**src/rtl/alu_pipe_if.sv**
```systemverilog
// Operand/result handshake bundle for alu_pipe: producer drives operands and
// out_ready, the ALU drives in_ready and the registered result with status flags.
interface alu_pipe_if #(
  parameter int WIDTH = 16
);
  logic             in_valid;
  logic             in_ready;
  logic [WIDTH-1:0] Ain;
  logic [WIDTH-1:0] Bin;
  logic [2:0]       ALUop;
  logic             out_valid;
  logic             out_ready;
  logic [WIDTH-1:0] out;
  logic             Z;
  logic             N;
  logic             V;

  modport master (
    output in_valid, Ain, Bin, ALUop, out_ready,
    input  in_ready, out_valid, out, Z, N, V
  );

  modport slave (
    input  in_valid, Ain, Bin, ALUop, out_ready,
    output in_ready, out_valid, out, Z, N, V
  );
endinterface

```
**src/rtl/alu_pipe.sv**
```systemverilog
// Two-stage pipelined ALU: s1 captures operands, s2 computes and registers the
// result with N/V/Z; valid/ready on both sides with same-cycle back-pressure.
module alu_pipe #(
  parameter int WIDTH = 16
) (
  input  logic      clk,
  input  logic      reset,
  alu_pipe_if.slave bus
);

  typedef enum logic [2:0] {
    OP_ADD = 3'b000,
    OP_SUB = 3'b001,
    OP_AND = 3'b010,
    OP_MVN = 3'b011,
    OP_ORR = 3'b100,
    OP_EOR = 3'b101,
    OP_LSL = 3'b110,
    OP_LSR = 3'b111
  } alu_op_e;

  localparam int MSB = WIDTH - 1;

  logic [WIDTH-1:0] a_q, b_q;
  alu_op_e          op_q;
  logic             s1_valid_q;

  logic [WIDTH-1:0] out_q;
  logic             z_q, n_q, v_q, out_valid_q;

  logic [WIDTH-1:0] sum, diff, res_d;
  logic             v_d, z_d, n_d;
  logic             s1_ready, s2_ready, s1_fire, s2_fire;

  // Back-pressure ripples combinationally from out_ready to in_ready.
  assign s2_ready     = !out_valid_q | bus.out_ready;
  assign s1_ready     = !s1_valid_q | s2_ready;
  assign bus.in_ready = s1_ready & !reset;
  assign s1_fire      = bus.in_valid & bus.in_ready;
  assign s2_fire      = s1_valid_q & s2_ready;

  assign sum  = a_q + b_q;
  assign diff = a_q - b_q;

  always_comb begin
    res_d = '0;
    v_d   = 1'b0;
    case (op_q)
      OP_ADD: begin
        res_d = sum;
        v_d   = (a_q[MSB] == b_q[MSB]) && (sum[MSB] != a_q[MSB]);
      end
      OP_SUB: begin
        res_d = diff;
        v_d   = (a_q[MSB] != b_q[MSB]) && (diff[MSB] != a_q[MSB]);
      end
      OP_AND:  res_d = a_q & b_q;
      OP_MVN:  res_d = ~b_q;
      OP_ORR:  res_d = a_q | b_q;
      OP_EOR:  res_d = a_q ^ b_q;
      OP_LSL:  res_d = {b_q[WIDTH-2:0], 1'b0};
      OP_LSR:  res_d = {1'b0, b_q[WIDTH-1:1]};
      default: res_d = '0;
    endcase
    z_d = (res_d == '0);
    n_d = res_d[MSB];
  end

  always_ff @(posedge clk) begin
    if (reset) begin
      a_q        <= '0;
      b_q        <= '0;
      op_q       <= OP_ADD;
      s1_valid_q <= 1'b0;
    end else if (s1_fire) begin
      a_q        <= bus.Ain;
      b_q        <= bus.Bin;
      op_q       <= alu_op_e'(bus.ALUop);
      s1_valid_q <= 1'b1;
    end else if (s2_fire) begin
      s1_valid_q <= 1'b0;
    end
  end

  // Result regs only move on s2_fire, so they stay frozen while stalled.
  always_ff @(posedge clk) begin
    if (reset) begin
      out_q       <= '0;
      z_q         <= 1'b0;
      n_q         <= 1'b0;
      v_q         <= 1'b0;
      out_valid_q <= 1'b0;
    end else if (s2_fire) begin
      out_q       <= res_d;
      z_q         <= z_d;
      n_q         <= n_d;
      v_q         <= v_d;
      out_valid_q <= 1'b1;
    end else if (bus.out_ready) begin
      out_valid_q <= 1'b0;
    end
  end

  assign bus.out       = out_q;
  assign bus.Z         = z_q;
  assign bus.N         = n_q;
  assign bus.V         = v_q;
  assign bus.out_valid = out_valid_q;

endmodule

```
**src/flat_wrapper.sv**
```systemverilog
// flat-port wrapper written by rule: the top's interface ports become plain ports
module alu_pipe_flat 
#(
  parameter int WIDTH = 16
)
  (clk, reset, bus_in_valid, bus_Ain, bus_Bin, bus_ALUop, bus_out_ready, bus_in_ready, bus_out_valid, bus_out, bus_Z, bus_N, bus_V);
  alu_pipe_if #(.WIDTH(WIDTH)) bus_i ();
  input  logic clk;
  input  logic reset;
  input wire logic [$bits(bus_i.in_valid)-1:0] bus_in_valid;
  input wire logic [$bits(bus_i.Ain)-1:0] bus_Ain;
  input wire logic [$bits(bus_i.Bin)-1:0] bus_Bin;
  input wire logic [$bits(bus_i.ALUop)-1:0] bus_ALUop;
  input wire logic [$bits(bus_i.out_ready)-1:0] bus_out_ready;
  output wire logic [$bits(bus_i.in_ready)-1:0] bus_in_ready;
  output wire logic [$bits(bus_i.out_valid)-1:0] bus_out_valid;
  output wire logic [$bits(bus_i.out)-1:0] bus_out;
  output wire logic [$bits(bus_i.Z)-1:0] bus_Z;
  output wire logic [$bits(bus_i.N)-1:0] bus_N;
  output wire logic [$bits(bus_i.V)-1:0] bus_V;
  assign bus_i.in_valid = bus_in_valid;
  assign bus_i.Ain = bus_Ain;
  assign bus_i.Bin = bus_Bin;
  assign bus_i.ALUop = bus_ALUop;
  assign bus_i.out_ready = bus_out_ready;
  assign bus_in_ready = bus_i.in_ready;
  assign bus_out_valid = bus_i.out_valid;
  assign bus_out = bus_i.out;
  assign bus_Z = bus_i.Z;
  assign bus_N = bus_i.N;
  assign bus_V = bus_i.V;
  alu_pipe #(.WIDTH(WIDTH)) u_core (.clk(clk), .reset(reset), .bus(bus_i));
endmodule
```
**config.mk**
```make
export PLATFORM = sky130hd
export DESIGN_NAME = alu_pipe_flat
export DESIGN_NICKNAME = d
export VERILOG_FILES = /design/src/rtl/alu_pipe_if.sv /design/src/rtl/alu_pipe.sv /design/src/flat_wrapper.sv
export SDC_FILE = /design/constraint.sdc
export NUM_CORES = 1
export LEC_CHECK = 0
export BUFFER_PORTS_ARGS = -buffer_cell sky130_fd_sc_hd__buf_2
export CORE_MARGIN = 1.5
export CORE_UTILIZATION = 30
export DETAILED_ROUTE_END_ITERATION = 6
export PLACE_DENSITY = 0.51
export SLEW_MARGIN = 5
export SYNTH_ARGS = -nofsm -noshare
export SYNTH_HDL_FRONTEND = slang
export SYNTH_SLANG_ARGS = --single-unit
```
**constraint.sdc**
```tcl
create_clock -name clk -period 4.5 [get_ports clk]
set_input_delay 0.45 -clock clk [delete_from_list [all_inputs] [get_ports clk]]
set_output_delay 0.45 -clock clk [all_outputs]
set_load 0.03 [all_outputs]
```
==> results by group, run 1 <==
Worst hold path
  • Worst Hold End: u_core.op_q[1]
  • Hold Crit Depth: 3
  • Hold Startpoint: bus_ALUop[1]
  • Min-delay worst type: primary input to flop

Cells and area
  • Ratio of cells with drive above 1 in the final layout: between 10% and 20%
  • P&R area growth vs syn: 10.4%
  • Final nets: a little under 800
  • Final Util: ~34%
  • Final instance area: 0.00555 mm²
  • # diodes: 0

Floorplan
  • # rows: 47
  • Num ports: 60
  • Die area: roughly 0.018 mm²
  • Initial Utilization: 30.5%
  • Die width: roughly 130 µm
  • Die Span Y: roughly 130 µm
  • Core Area: roughly 0.016 mm²

Critical path
  • Worst path bufs/invs: 1
  • Critical path's largest stage delay: between 0.4 and 0.5 ns
  • CP Cell Sequence: inv_1, ha_1, a211oi_2, o21ai_1, a211o_1, a21oi_1, o221a_1, o21ai_0, o221ai_1, nor4_1, a31o_1
  • Worst EP required: approximately 4.7 ns
  • CP Capture Type: flop
  • Worst Reg-to-Reg Cells: 11
  • RR Endpoint: u_core.bus.N
  • Setup CP Type: flop to flop
  • Critical-path top delay cell: dfxtp_1
  • CP Launch Type: flop
  • Worst Path Max Fanout: 6
  • Reg2reg start: u_core.b_q[1]
  • Flop2flop setup slack: between 1 and 1.5 ns
  • CP top delay family: compound AO/OA/AOI/OAI gates
  • CP arrival: between 3 and 4 ns

Global routing
  • Met2 Resource Use GR: a little under a third
  • Met1 Usage GRT: between 20 and 30%
  • All-layer global routing usage: a little under a fifth
  • Largest net degree at the start of global routing: 69
  • Global-route wire length before repair: 26.0 mm
  • Met3 GRT Util: between 2 and 2.5%
  • GR peak layer: met2
  • Total congestion overflow: 0
  • Initial antenna violation count: 0
  • Number of global-route vias before repair: approximately 4800

STA
  • FMAX: around 310 MHz
  • Crit path time final: 3.18 ns
  • Final critical-path setup slack: between 1 and 1.5 ns
  • Final hold viol count: 0
  • Crit share post-route: 70.7%
  • Setup TNS: 0 ns
  • Pins Over Slew Limit: 0
  • Unrepaired setup endpoints after global routing: no
  • Worst Tran Pin Value: between 0.9 and 1 ns
  • Max transition margin: between 30% and 40%
  • Final setup violation count: 0
  • Clock Skew: slightly below 0.005 ns

Synth
  • Area fraction of the dominant cell type after synthesis: a little over a fifth
  • Most frequent cell after synthesis: nand2_1
  • Top cells by area, synth: dfxtp_1, ha_1, nand2_1, o31ai_1, a21oi_1
  • #FFs+latches synth: 55
  • Commonest register cell after synthesis: dfxtp_1
  • Count of mapped cells out of synthesis: approximately 660
  • Yosys top cell by area: dfxtp_1
  • Cell area after synthesis: between 0.005 and 0.006 mm²
  • Number of synthesis warnings: 0
  • Mean Syn Cell Area: roughly 7.6 µm²
  • EDFF count, synth: 0
  • Asr flop ratio synth: 0%
  • Most common library cells after synthesis: nand2_1, dfxtp_1, nor2_1
  • Seq/Total Area, Yosys: between 20% and 30%
  • Synth cell types: 77
  • Syn nets: roughly 750

Power
  • PwrDens: about 290 mW/mm²
  • Leak pwr: roughly 2.2 nW
  • Worst vdd ir: around 0.00015 V

Detailed routing
  • WL final: 16.3 mm
  • Routed Antenna Nets: 0
  • WL/cell: approximately 18 µm
  • DRT iter0 DRCs: 393
  • Vias per std cell: about 5.4
  • Vias: about 4900
  • DRC Markers: 0
  • DR pass1 iterations: 5

CTS
  • Root buf cell: clkbuf_16
  • CTS sink count: 55
  • Post-CTS resize count: 0
  • Clk buf depth: 2
  • Clock slew at reported path FFs: roughly 0.07 ns
  • H-tree levels: 2
  • CTS Buf Count: 5
  • Post-CTS Hold Fix Bufs: 0
  • Worst skew pair latency: between 0.3 and 0.4 ns
  • CTS tree: done
  • # Post-CTS Setup Buffers: 0

Place
  • Port-buffer cells: between 50 and 60
  • Pre-CTS setup slack: roughly 1.3 ns
  • Placed Area: 0.00539 mm²
  • Hpwl dp: 12.3 mm
  • Routability Congestion: 0.919

Job
  • Max_cap viols: 0

Status
  • Status: completed
==> cells in the final DEF (no fill, tap or decap), types with 8 or more instances in the layout <==
cell type / count
nand2_1: 74
buf_2: 59
dfxtp_1: 54
nor2_1: 52
a21oi_1: 50
ha_1: 47
inv_1: 43
o31ai_1: 35
o21ai_0: 24
nand3_1: 15
a211oi_1: 15
nor2b_1: 13
mux2i_1: 12
o22ai_1: 12
nor3_1: 11
buf_4: 10
nand2b_1: 9
xnor2_1: 9
o21bai_1: 8
==> stage by stage <==
step / hold WS, ns / power [mW] / instances
floorplan: 0.485 / 1.04 / 659
global placement: 0.441 / 1.20 / 900
detailed placement: 0.452 / 1.20 / 900
CTS: 0.320 / 1.63 / 908
global route: 0.334 / 1.72 / 908
finish: 0.323 / 1.62 / 908
==> worst min-delay path: stages <==
cell	delay [ns]
buf_2	0.08
nand2_1	0.04
nand2_1	0.04
==> state kept, by name, indices dropped and copies added, names as in the netlist <==
| signal | flops |
|---|---|
| u_core.bus.out | 15 |
| u_core.b_q | 16 |
| u_core.bus.N | 1 |
| u_core.op_q | 3 |
| u_core.a_q | 16 |
| u_core.bus.V | 1 |
| u_core.s1_valid_q | 1 |
| u_core.bus.Z | 1 |
| u_core.bus.out_valid | 1 |
==> kinds of logic (layout without fill, tap and decap cells) <==
group	Yosys count	in the layout	synth area share, %
AOI/OAI and AO/OA	218	218	30.3
and+or+nand+nor	216	216	20.6
buffers and inverters	93	122	8.96
DFF	55	55	21.9
adders and majority gates	49	49	12.5
muxes	19	19	4.18
xor gates and xnor gates	9	9	1.57
==> area by class of cell <==
| class | count | area [µm²] |
|---|---|---|
| Tap cell | 220 | 275 |
| Fill cell | 1778 | 10900 |
| Timing Repair Buffer | 69 | 370 |
| Multi-Input combinational cell | 511 | 3480 |
| Clock buffer | 6 | 139 |
| Inverter | 45 | 169 |
| Sequential cell | 55 | 1100 |
| Clock inverter | 2 | 16.3 |
==> where the power goes <==
part	switching [mW]	internal, mW
registers	0.0456	0.523
clock network	0.201	0.223
logic	0.392	0.234
==> worst max-delay path by stage <==
stage,start,to,cells past startpoint
finish,u_core.b_q[1],u_core.bus.N,11
global placement,u_core.b_q[9],u_core.bus.N,11
CTS,u_core.b_q[9],u_core.bus.N,11
detailed placement,u_core.b_q[9],u_core.bus.N,11
floorplan,u_core.b_q[1],u_core.bus.Z,11
global route,u_core.b_q[9],u_core.bus.N,11
==> metal layers <==
layer,vias up,wire (µm)
li1,2442,-
met1,2308,7830
met2,137,7410
met3,21,754
met4,0,289
met5,-,0
Note: power is estimated with default switching activity, not from simulation.
==> run 2: changes to the inputs <==
- clock period: 4.5 -> 3.1 ns (I/O delays scaled with it)
==> run 2 against run 1 <==
Against the previous run: global-route usage increased by 0.70 points; die area unchanged; highest routed layer unchanged; critical endpoint unchanged; count of clock-buffer cells in the layout decreased by 1; via count increased by 1.5%; core utilization increased by 1.5 points.
==> results by group, run 2 (synthesis results as in run 1) <==
Detailed routing
  • WL/cell: 18.0 µm (+0.58%)
  • DR pass1 iterations: 5 (unchanged)
  • WL final: 16.8 mm (+3.0%)
  • DRT iter0 DRCs: 362 (-7.9%)
  • Vias per std cell: 5.36 (-0.91%)
  • Routed Antenna Nets: 0 (unchanged)
  • Vias: 4981 (+1.5%)
  • DRC Markers: 0 (unchanged)

Place
  • Routability Congestion: 0.879 (-4.4%)
  • Port-buffer cells: 59 (unchanged)
  • Hpwl dp: 13.1 mm (+6.1%)

Power
  • Internal Dissipation: 1.53 mW (+56%)
  • Seq pwr share: 32.8% (-2.3 points)
  • Combinational power share: 39.4% (+0.7 points)
  • PwrDens: 429 mW/mm² (+47%)
  • Switching part of the total: 38.4% (-1.0 points)
  • Leak pwr: 2.31 nW (+6.1%)
  • Switching power: 956 µW (+50%)
  • Clock power share: 27.8% (+1.6 points)
  • Worst vdd ir: 0.000201 V (+34%)

STA
  • FMAX: 341 MHz (+8.5%)
  • Setup TNS: 0 ns (unchanged)
  • Final hold viol count: 0 (unchanged)
  • Unrepaired setup endpoints after global routing: no
  • Worst Tran Pin Value: 0.647 ns (-0.298 ns)
  • Pins Over Slew Limit: 0 (unchanged)
  • Final setup violation count: 0 (unchanged)
  • Crit path time final: 2.93 ns (-0.249 ns)
  • Hold slack: 0.184 ns (-0.138 ns)
  • Clock Skew: 0.00526 ns (+0.000459 ns)
  • Crit share post-route: 94.6% (+24 points)
  • Max transition margin: 56.9% (+20 points)

CTS
  • H-tree levels: 2 (unchanged)
  • CTS sink count: 55 (unchanged)
  • Worst skew pair latency: 0.31 ns (about the same)
  • CTS Buf Count: 5 (unchanged)
  • Root buf cell: clkbuf_16
  • Clock slew at reported path FFs: 0.08 ns (about the same)
  • CTS tree: done
  • Clk buf depth: 2 (unchanged)

Floorplan
  • Num ports: 60 (unchanged)
  • Die area: 0.0175 mm² (unchanged)
  • # rows: 47 (unchanged)
  • Core Area: 0.0165 mm² (unchanged)
  • Die Span Y: 132 µm (unchanged)
  • Initial Utilization: 30.5% (unchanged)
  • Die width: 132 µm (unchanged)

Global routing
  • Global-route wire length before repair: 26.9 mm (+3.3%)
  • Initial antenna violation count: 0 (unchanged)
  • Number of global-route vias before repair: 4701 (-1.1%)
  • Largest net degree at the start of global routing: 54 (-22%)
  • All-layer global routing usage: 19.4% (+0.70 points)
  • Total congestion overflow: 0 (unchanged)

Critical path
  • Worst EP required: 3.31 ns (-1.40 ns)
  • CP Cell Sequence: inv_1, ha_1, a211oi_2, o21ai_1, a211o_1, a21oi_1, o221a_1, o21ai_0, o221ai_1, nor4_1, a31o_1
  • CP Launch Type: flop
  • CP Capture Type: flop
  • Worst Path Max Fanout: 5 (-1)
  • CP top delay family: compound AO/OA/AOI/OAI gates
  • Worst path bufs/invs: 1 (unchanged)
  • Critical path's largest stage delay: 0.47 ns (about the same)
  • CP arrival: 3.14 ns (-0.25 ns)
  • Critical-path top delay cell: dfxtp_1
  • Setup CP Type: flop to flop

Status
  • Status: completed

Cells and area
  • # fillers: 1776 (-0.11%)
  • Most frequent cells in the layout: nand2_1, buf_2, dfxtp_1
  • P&R area growth vs syn: 15.3%
  • # diodes: 0 (unchanged)
  • Ratio of cells with drive above 1 in the final layout: 19.7% (+3.7 points)
  • Final nets: 797 (+2.8%)
  • Commonest non-fill, non-tap cell in the layout: nand2_1

Worst hold path
  • Min-delay worst type: primary input to flop

Job
  • Max_cap viols: 0 (unchanged)
[run 2: cell count changes in the layout (fill, tap and decap cells not counted), sizes merged]
cell	delta
clkinvlp	-1
inv	+1
bufinv	+1
buf	+22
clkbuf	-1
[run 2: power by group through the flow]
stage	registers, mW	logic, mW	clock network [mW]
floorplan	0.845	0.670	0
global placement	0.829	0.960	0
detailed placement	0.832	0.963	0
CTS	0.815	0.966	0.710
global route	0.823	1.08	0.741
finish	0.815	0.980	0.692
[run 2: tightest hold or removal path, cell delays in order]
cell and delay [ns]:
buf_2 0.07, nand2_1 0.04, nand2_1 0.04
[run 2: final cells by class]
cell class | count | area (µm²) | area share, %
clock inverters | 3 | 47.5 | 0.821
flip-flops and latches | 55 | 1100 | 19.0
clock buffers | 5 | 125 | 2.16
well taps | 220 | 275 | 4.75
multi-input cells | 511 | 3500 | 60.4
inverters | 45 | 169 | 2.92
repair buffers | 91 | 573 | 9.89
[run 2: path summary, 6_finish.rpt]
kind / startpoint / depth (start not counted) / endpoint / slack, ns
worst max register to register: u_core.a_q[1] / 11 / u_core.bus.N / 0.17
worst max-delay path: u_core.a_q[1] / 11 / u_core.bus.N / 0.17
worst min register to register: u_core.bus.out[0] / 2 / u_core.bus.out[0] / 0.46
worst min-delay path: bus_ALUop[1] / 3 / u_core.op_q[1] / 0.18
[run 2: timing repair]
action	4_1_cts	5_1_grt
setup buffers	0	0
gates resized for setup	0	9
hold buffers	0	0
endpoints found under the setup margin	0	4
[run 2: per-stage QoR]
step	util (%)	worst slack (ns)	cell area, µm²	std cells	total power [mW]
global route	35.2	0.00715	5790	930	2.65
floorplan	-	0.477	5030	659	1.52
global placement	34.0	0.0852	5600	922	1.79
detailed placement	34.0	0.0299	5600	922	1.79
finish	35.2	0.166	5790	930	2.49
CTS	35.0	0.0134	5770	930	2.49
[run 2: layer usage]
layer	vias up	track usage, %	routed length [µm]
met1	2361	27.3	8020
met5	-	0	0
met3	15	3.07	934
met2	135	31.2	7600
met4	0	4.33	229
li1	2470	-	-
